`src/rtl/mult_pkg.sv`:
```
// Shared definitions for the sequential shift-and-add multiplier.
//   state_t         : control FSM states (IDLE, RUN, DONE)
//   MAX_W           : widest supported operand, sizes the extension helper
//   cnt_width()     : iteration counter width for a given operand width
//   extend_operand(): sign/zero extension of an operand to twice its width
package mult_pkg;

  typedef enum logic [1:0] {
    IDLE = 2'd0,
    RUN  = 2'd1,
    DONE = 2'd2
  } state_t;

  localparam int MAX_W = 32;

  // The counter must be able to hold every bit index 0..w-1, plus headroom
  // for the terminal increment.
  function automatic int cnt_width(input int w);
    return $clog2(w + 1);
  endfunction

  // Extends the low w bits of val to 2*MAX_W bits. Bits above w replicate
  // val[w-1] when sgn is set and are zero otherwise; callers keep the low
  // 2*w bits.
  function automatic logic [2*MAX_W-1:0] extend_operand(input logic [MAX_W-1:0] val,
                                                        input int w,
                                                        input logic sgn);
    logic [2*MAX_W-1:0] r;
    r = '0;
    for (int i = 0; i < 2*MAX_W; i++) begin
      if (i < w) begin
        r[i] = val[i];
      end else begin
        r[i] = sgn & val[w-1];
      end
    end
    return r;
  endfunction

endpackage

```
`src/rtl/mult_pp_accum.sv`:
```
// Partial-product accumulator for the shift-and-add multiplier.
// Ports:
//   clk, rst : clock, asynchronous active-high reset
//   clr      : load zero (takes priority over add/subtract)
//   add_en   : acc <= acc + addend
//   sub_en   : acc <= acc - addend (negative-weight MSB in signed mode)
//   addend   : multiplicand already extended and shifted by the bit index
//   acc      : running product, modulo 2^(2*WIDTH)
module mult_pp_accum #(
  parameter int WIDTH = 8
) (
  input  logic               clk,
  input  logic               rst,
  input  logic               clr,
  input  logic               add_en,
  input  logic               sub_en,
  input  logic [2*WIDTH-1:0] addend,
  output logic [2*WIDTH-1:0] acc
);

  logic [2*WIDTH-1:0] acc_r;

  // Accumulator register: clear, add or subtract one partial product per cycle.
  always_ff @(posedge clk or posedge rst) begin
    if (rst) begin
      acc_r <= '0;
    end else if (clr) begin
      acc_r <= '0;
    end else if (sub_en) begin
      acc_r <= acc_r - addend;
    end else if (add_en) begin
      acc_r <= acc_r + addend;
    end else begin
      acc_r <= acc_r;
    end
  end

  assign acc = acc_r;

endmodule

```
`src/rtl/seq_multiplier_shift_add.sv`:
```
// Sequential shift-and-add multiplier, one multiplier bit per clock.
// Ports:
//   clk, rst    : clock, asynchronous active-high reset
//   start       : one-cycle request, accepted only in IDLE
//   signed_mode : 1 = two's-complement operands (latched with start)
//   XA, Y       : multiplicand / multiplier (latched with start)
//   busy        : high while bits are being processed
//   done        : one-cycle pulse when P is updated
//   P           : 2*WIDTH-bit product, held between done pulses
// Optional build macro SEQ_MULT_EARLY_TERM_EN: unsigned operations finish as
// soon as no set multiplier bits remain (Y=0 skips RUN entirely).
module seq_multiplier_shift_add
  import mult_pkg::*;
#(
  parameter int WIDTH = 8
) (
  input  logic               clk,
  input  logic               rst,
  input  logic               start,
  input  logic               signed_mode,
  input  logic [WIDTH-1:0]   XA,
  input  logic [WIDTH-1:0]   Y,
  output logic               busy,
  output logic               done,
  output logic [2*WIDTH-1:0] P
);

  localparam int CNT_W = cnt_width(WIDTH);
  localparam int PW    = 2 * WIDTH;

  state_t            state_r, next_state_s;
  logic [CNT_W-1:0]  cnt_r;
  logic [WIDTH-1:0]  xa_r, y_r;
  logic              signed_r;
  logic              busy_r, done_r;
  logic [PW-1:0]     p_r;

  logic [PW-1:0]     mcand_ext_s, addend_s, acc_s;
  logic              add_en_s, sub_en_s, acc_clr_s;
  logic              last_s, cur_bit_s;
  logic              early_run_s, early_idle_s;

  assign last_s      = (cnt_r == CNT_W'(WIDTH - 1));
  assign cur_bit_s   = |(y_r & (WIDTH'(1) << cnt_r));
  assign mcand_ext_s = PW'(extend_operand(MAX_W'(xa_r), WIDTH, signed_r));
  assign addend_s    = mcand_ext_s << cnt_r;

`ifdef SEQ_MULT_EARLY_TERM_EN
  // Nothing left to add once every multiplier bit above the current one is 0.
  assign early_run_s  = !signed_r && (((y_r >> cnt_r) >> 1) == '0);
  assign early_idle_s = !signed_mode && (Y == '0);
`else
  assign early_run_s  = 1'b0;
  assign early_idle_s = 1'b0;
`endif

  // FSM state register.
  always_ff @(posedge clk or posedge rst) begin
    if (rst) begin
      state_r <= IDLE;
    end else begin
      state_r <= next_state_s;
    end
  end

  // Next-state and accumulator control.
  always_comb begin
    next_state_s = state_r;
    add_en_s     = 1'b0;
    sub_en_s     = 1'b0;
    acc_clr_s    = 1'b0;
    case (state_r)
      IDLE: begin
        if (start) begin
          acc_clr_s = 1'b1;
          if (early_idle_s) begin
            next_state_s = DONE;
          end else begin
            next_state_s = RUN;
          end
        end else begin
          next_state_s = IDLE;
        end
      end
      RUN: begin
        if (cur_bit_s) begin
          // The MSB of a two's-complement multiplier carries weight -2^(W-1).
          if (signed_r && last_s) begin
            sub_en_s = 1'b1;
          end else begin
            add_en_s = 1'b1;
          end
        end else begin
          add_en_s = 1'b0;
        end
        if (last_s || early_run_s) begin
          next_state_s = DONE;
        end else begin
          next_state_s = RUN;
        end
      end
      DONE: begin
        next_state_s = IDLE;
      end
      default: begin
        next_state_s = IDLE;
      end
    endcase
  end

  // Operand latch and bit-index counter.
  always_ff @(posedge clk or posedge rst) begin
    if (rst) begin
      xa_r     <= '0;
      y_r      <= '0;
      signed_r <= 1'b0;
      cnt_r    <= '0;
    end else if (state_r == IDLE && start) begin
      xa_r     <= XA;
      y_r      <= Y;
      signed_r <= signed_mode;
      cnt_r    <= '0;
    end else if (state_r == RUN) begin
      cnt_r    <= cnt_r + CNT_W'(1);
    end else begin
      cnt_r    <= cnt_r;
    end
  end

  // Registered handshake outputs and product.
  always_ff @(posedge clk or posedge rst) begin
    if (rst) begin
      busy_r <= 1'b0;
      done_r <= 1'b0;
      p_r    <= '0;
    end else begin
      busy_r <= (next_state_s == RUN);
      done_r <= (state_r == DONE);
      if (state_r == DONE) begin
        p_r <= acc_s;
      end else begin
        p_r <= p_r;
      end
    end
  end

  mult_pp_accum #(.WIDTH(WIDTH)) u_accum (
    .clk    (clk),
    .rst    (rst),
    .clr    (acc_clr_s),
    .add_en (add_en_s),
    .sub_en (sub_en_s),
    .addend (addend_s),
    .acc    (acc_s)
  );

  assign busy = busy_r;
  assign done = done_r;
  assign P    = p_r;

endmodule
```
`config.mk`:
```
export PLATFORM = sky130hd
export DESIGN_NAME = seq_multiplier_shift_add
export DESIGN_NICKNAME = d
export VERILOG_FILES = /design/src/rtl/mult_pkg.sv /design/src/rtl/mult_pp_accum.sv /design/src/rtl/seq_multiplier_shift_add.sv
export SDC_FILE = /design/constraint.sdc
export NUM_CORES = 1
export LEC_CHECK = 0
export BUFFER_PORTS_ARGS = -buffer_cell sky130_fd_sc_hd__clkbuf_2
export CORE_MARGIN = 3
export CORE_UTILIZATION = 50
export DETAILED_ROUTE_END_ITERATION = 8
export PLACE_DENSITY = 0.69
export SYNTH_ARGS = -nofsm -noshare
export SYNTH_HDL_FRONTEND = slang
export SYNTH_SLANG_ARGS = --single-unit
```
`constraint.sdc`:
```
create_clock -name clk -period 5.4 [get_ports clk]
set_clock_uncertainty 0.1 [all_clocks]
set_input_delay 0.54 -clock clk [delete_from_list [all_inputs] [get_ports clk]]
set_output_delay 0.54 -clock clk [all_outputs]
set_load 0.005 [all_outputs]
```
* Yosys cells after proc, flatten, opt, wreduce, memory -nomap -nowiden *
Index checks and enable logic that the tools add are counted.

word-level totals
  input port bits = 20
  logic and storage cells = 42
  flip-flop bits (word level) = 57
  output and inout bits = 18

cells by class
  reduce and logical (&&, ||, !) cells = 6
  muxes and demuxes = 16
  $add $sub $neg = 3
  shifts and indexed selects = 2
  equal/unequal tests = 4
  bitwise operators = 2

operators with widths
  operator                                                            number
  16-bit two-way mux                                                  3
  16-bit adder                                                        1
  16-bit by 4-bit left shift with 16-bit output                       1
  16-bit subtractor                                                   1
  1-bit two-way mux                                                   9
  8-bit AND                                                           1
  4-bit two-way mux                                                   2
  8-bit OR reduction                                                  1
  1-bit by 4-bit left shift with 8-bit output (first input constant)  1
  4-bit by 1-bit adder with 4-bit output (second input constant)      1
  2-bit by 1-bit == test with 1-bit output (second input constant)    2
  4-bit by 3-bit == test with 1-bit output (second input constant)    1
  2-bit case mux with 2 select lines                                  1
  3-bit nonzero test                                                  1
  2-bit == test (second input constant)                               1
  1-bit logical AND                                                   2
  2-bit logical NOT                                                   1
  2-bit two-way mux                                                   1
  2-bit nonzero test                                                  1
  1-bit AND                                                           1

* Longest topological paths before layout *
  word-level depth = 8
  gate-level depth with buffers = 20
  depth with buffers taken out = 17

* Modules after synthesis *
From an unflattened synthesis, not the netlist that was laid out.

unflattened totals
  cells, all modules = 394
  area total of the unflattened synthesis = 4022.6 sq um

modules (own cells, without submodules)
  module                    cells an instance  instances  seq. area each (sq um)  area an instance (sq um)
  seq_multiplier_shift_add  185                1          1026.0                  2329.7
  mult_pp_accum             209                1          400.4                   1692.9

* Worst setup path after synthesis *
OpenSTA, ideal clock, no wires.

  path type = register to register
  start point = register cnt_r[0]
  end point = register u_accum.acc_r[15] (netlist: u_accum.acc[15])
  setup time = 0.138 ns
  cell stages (with the launch flop) = 21
  clock period less this slack = 4.501 ns
  setup slack = 0.899 ns
  data arrival time = 4.263 ns
  path through = dfrtp_1 > buf_6 > buf_2 > inv_1 > ha_1 > a222oi_1 > mux2_1 > a21oi_1 > and3_1 > clkbuf_1 > nor2_1 > xor2_1 > ha_1 > o21a_1 > o31a_1 > o22ai_1 > o31ai_1 > o41a_2 > and4bb_2 > nor4_2 > o311ai_1

on the way
  word-level cells in the longest chain between the ends = 7
  elaborated cells between the ends (all ways) = 18

RTL lines
  what                                                  RTL line                         RTL
  from (decl)                                           seq_multiplier_shift_add.sv:32   logic [CNT_W-1:0] cnt_r;
  from (signal assigned)                                seq_multiplier_shift_add.sv:124  cnt_r <= cnt_r + CNT_W'(1);
  from (signal assigned)                                seq_multiplier_shift_add.sv:126  cnt_r <= cnt_r;
  branches (longest 7 deep; another with 16-bit adder)  --
  to (signal assigned)                                  mult_pp_accum.sv:30              acc_r <= acc_r - addend;
  to (signal assigned)                                  mult_pp_accum.sv:32              acc_r <= acc_r + addend;
  to (signal assigned)                                  mult_pp_accum.sv:34              acc_r <= acc_r;
  to (decl)                                             mult_pp_accum.sv:21              logic [2*WIDTH-1:0] acc_r;

Parallel ways; which one is timed is not known. The select of a mux whose other input is x is not followed.
A chain may end at the register's enable or synchronous reset.

* Worst setup path after layout *
  start point = register cnt_r[0]
  end point = register u_accum.acc_r[10] (netlist: u_accum.acc[10])

Same word-level chain as after synthesis.

==> flow_metrics.py <==
metrics = {
    "outcome": {
        "status": "complete, no violations",
    },
    "grt": {
        "grt.overflow.total": 0,
        "antenna_found_initial": 0,
        "grt_start_max_net_pins": 58,
        "grt_pass1_vias": 2984,
        "track_usage_pct": 20.76,
        "grt_pass1_wl_um": 14650,
    },
    "clock_tree": {
        "cts_made_buffers": 9,
        "clock_sinks": 57,
        "hold_buffers": 0,
        "clk_latency_ns": 0.34,
        "cts_tree": "built",
        "cts.htree.levels": 3,
        "cts-root-buf": "clkbuf_8",
        "cts_resized": 0,
        "clk_transition_reported_paths_ns": 0.06,
        "cts_max_path_buffers": 2,
        "cts_setup_buffers": 0,
    },
    "critical_path": {
        "worst-setup-path-type": "reg -> reg",
        "r2r_start": "cnt_r[0]",
        "rr_worst_depth": 17,
        "critPathRequiredTime_ns": 5.50,
        "crit_fanout": 26,
        "r2r_slack_ns": 0.52,
        "critPathLaunchType": "register",
        "r2r_end": "u_accum.acc[10]",
        "end_kind": "register",
        "arrival_ns": 4.98,
    },
    "detailed_routing": {
        "drc": 0,
        "num_vias": 3136,
        "vias_per_cell": 5.818,
        "wl_per_cell_um": 15.98,
        "drtAntennaViolNets": 0,
        "finalWirelength_um": 8614,
        "drt-pass1-iter-count": 5,
        "first_iter_violations": 194,
    },
    "final_layout": {
        "area_growth_pct": 11.55,
        "layout_common_cells": "dfrtp_1, clkbuf_2, nand2_1",
        "final_common_cell": "dfrtp_1",
        "layout.nets": 479,
        "drive_gt1_share_pct": 24.09,
        "n_antenna_cell": 0,
    },
    "timing": {
        "period_needed_ns": 4.884,
        "worst_pin_slew_ns": 0.9184,
        "rsz0062_at_grt": "no",
        "fmax_mhz": 204.8,
        "fin_setup_tns_ns": 0,
        "min_period_over_period_pct": 90.44,
        "slew-limit-headroom_pct": 37.19,
        "drv_slew": 0,
        "hold_viol": 0,
        "setup_viol_count_final": 0,
    },
    "synth": {
        "ys_warn_count": 0,
        "synth_area_mm2": 0.003965,
        "synth_edf_count": 0,
        "synth.area.mux_share_pct": 15.12,
        "postSynthAreaPerCell_um2": 9.790,
        "synth_seq_area_share_pct": 35.97,
        "syn_inst": 405,
        "ys_ff_latch": 57,
        "syn_nets": 448,
        "synthSimpleGateAreaFrac_pct": 13.63,
        "synth_top_family_by_area": "compound AO/OA/AOI/OAI gates",
        "synth_compound_area_share_pct": 18.55,
        "synth_cell_type_count": 63,
        "ys_async_sr_fraction_pct": 100.0,
        "synthAdderAreaFrac_pct": 7.447,
        "synth-xor-area-share_pct": 5.522,
        "synth_ff_type": "dfrtp_1",
    },
    "floorplanning": {
        "die_x_um": 95.05,
        "start_util_pct": 52.97,
        "fp.dieH_um": 95.05,
        "core.rowCount": 31,
        "dieArea_mm2": 0.009035,
        "core-area_mm2": 0.007486,
        "ios": 38,
    },
    "job": {
        "max-cap-violations": 0,
    },
    "placement": {
        "io_buffers": 37,
        "hpwlAfterDp_um": 6258,
        "gp_congestion": 0.8867,
    },
    "worst_hold_path": {
        "hp-class": "in -> async",
    },
}
==> cells by family (layout without fill, tap and decap cells) <==
| group | count (synthesis) | after routing |
|---|---|---|
| compound gates | 110 | 110 |
| xor+xnor | 25 | 25 |
| fa+ha+maj | 23 | 23 |
| buf+inv | 36 | 71 |
| flops | 57 | 57 |
| mux | 51 | 51 |
| simple gates | 103 | 103 |
==> worst max-delay path: stages, from the launching register on <==
cell and delay (ns):
dfrtp_1 0.34, buf_4 0.30, ha_1 0.22, a222oi_1 0.07, mux2_1 0.30, a21oi_1 0.32
and3_1 0.42, nor2_1 0.09, xor2_1 0.17, ha_1 0.32, a21o_1 0.17, a21o_1 0.21
a2111oi_0 0.84, o31ai_1 0.23, a21o_1 0.23, a21oi_1 0.17, xor2_1 0.15, o21ai_0 0.08
==> metal layers <==
metal  vias to the layer above  share of wire [%]  GRT usage, %  wire (µm)
met2                        75                 45         31.42       3863
met4                         0                1.4         6.611        119
met5                         -                  0             0          0
met3                        12                5.1         4.578        441
met1                      1499                 49         29.62       4190
li1                       1550                  -             -          -
==> layout make-up <==
| class | count | area, µm² |
|---|---|---|
| Fill cell | 665 | 3063 |
| Multi-Input combinational cell | 312 | 2395 |
| Sequential cell | 57 | 1426 |
| Timing Repair Buffer | 44 | 237.7 |
| Clock buffer | 12 | 155.1 |
| Tap cell | 99 | 123.9 |
| Inverter | 12 | 45.04 |
| Clock inverter | 3 | 40.04 |
==> Yosys cell counts (all sizes together), types with 8 or more instances <==
cell type | n | area share [%]
nor2b | 8 | 1.3
nand2 | 36 | 3.4
nor2 | 20 | 1.9
xor2 | 16 | 3.5
ha | 22 | 6.9
inv | 12 | 1.1
a21oi | 24 | 3.0
o21ai | 29 | 3.7
xnor2 | 9 | 2.0
a21o | 10 | 1.9
clkbuf | 17 | 1.6
mux2 | 41 | 12
dfrtp | 57 | 36
==> registers in the layout, summed over array words and instances, names as in the netlist <==
register / flops
busy: 1
P: 16
xa_r: 8
state_r: 2
signed_r: 1
y_r: 8
done: 1
u_accum.acc: 16
cnt_r: 4
==> worst max path at each step <==
stage               slack (ns)               to  cells past startpoint      from
floorplan                 0.90  u_accum.acc[15]                     20  cnt_r[0]
global placement          0.79  u_accum.acc[14]                     17  cnt_r[0]
detailed placement        0.62  u_accum.acc[10]                     17  cnt_r[0]
CTS                       0.60  u_accum.acc[10]                     17  cnt_r[0]
global route              0.24  u_accum.acc[10]                     17  cnt_r[0]
finish                    0.52  u_accum.acc[10]                     17  cnt_r[0]
==> metrics by stage <==
step                      utilization [%]  cell area [µm²]  std cells  worst slack (ns)  hold WS (ns)
after global placement              56.48             4228        524            0.7856        0.3892
after global routing                59.08             4423        539            0.2354        0.3044
after detailed placement            56.48             4228        524            0.6188        0.3951
final                               59.08             4423        539            0.5161        0.2811
after floorplan                         -             3965        405            0.8990        0.3659
after CTS                           59.08             4423        539            0.5967        0.2890
Power is left out: the tool's default activity adds up to more than one toggle a clock period on the data nets, which glitch-free logic cannot reach.
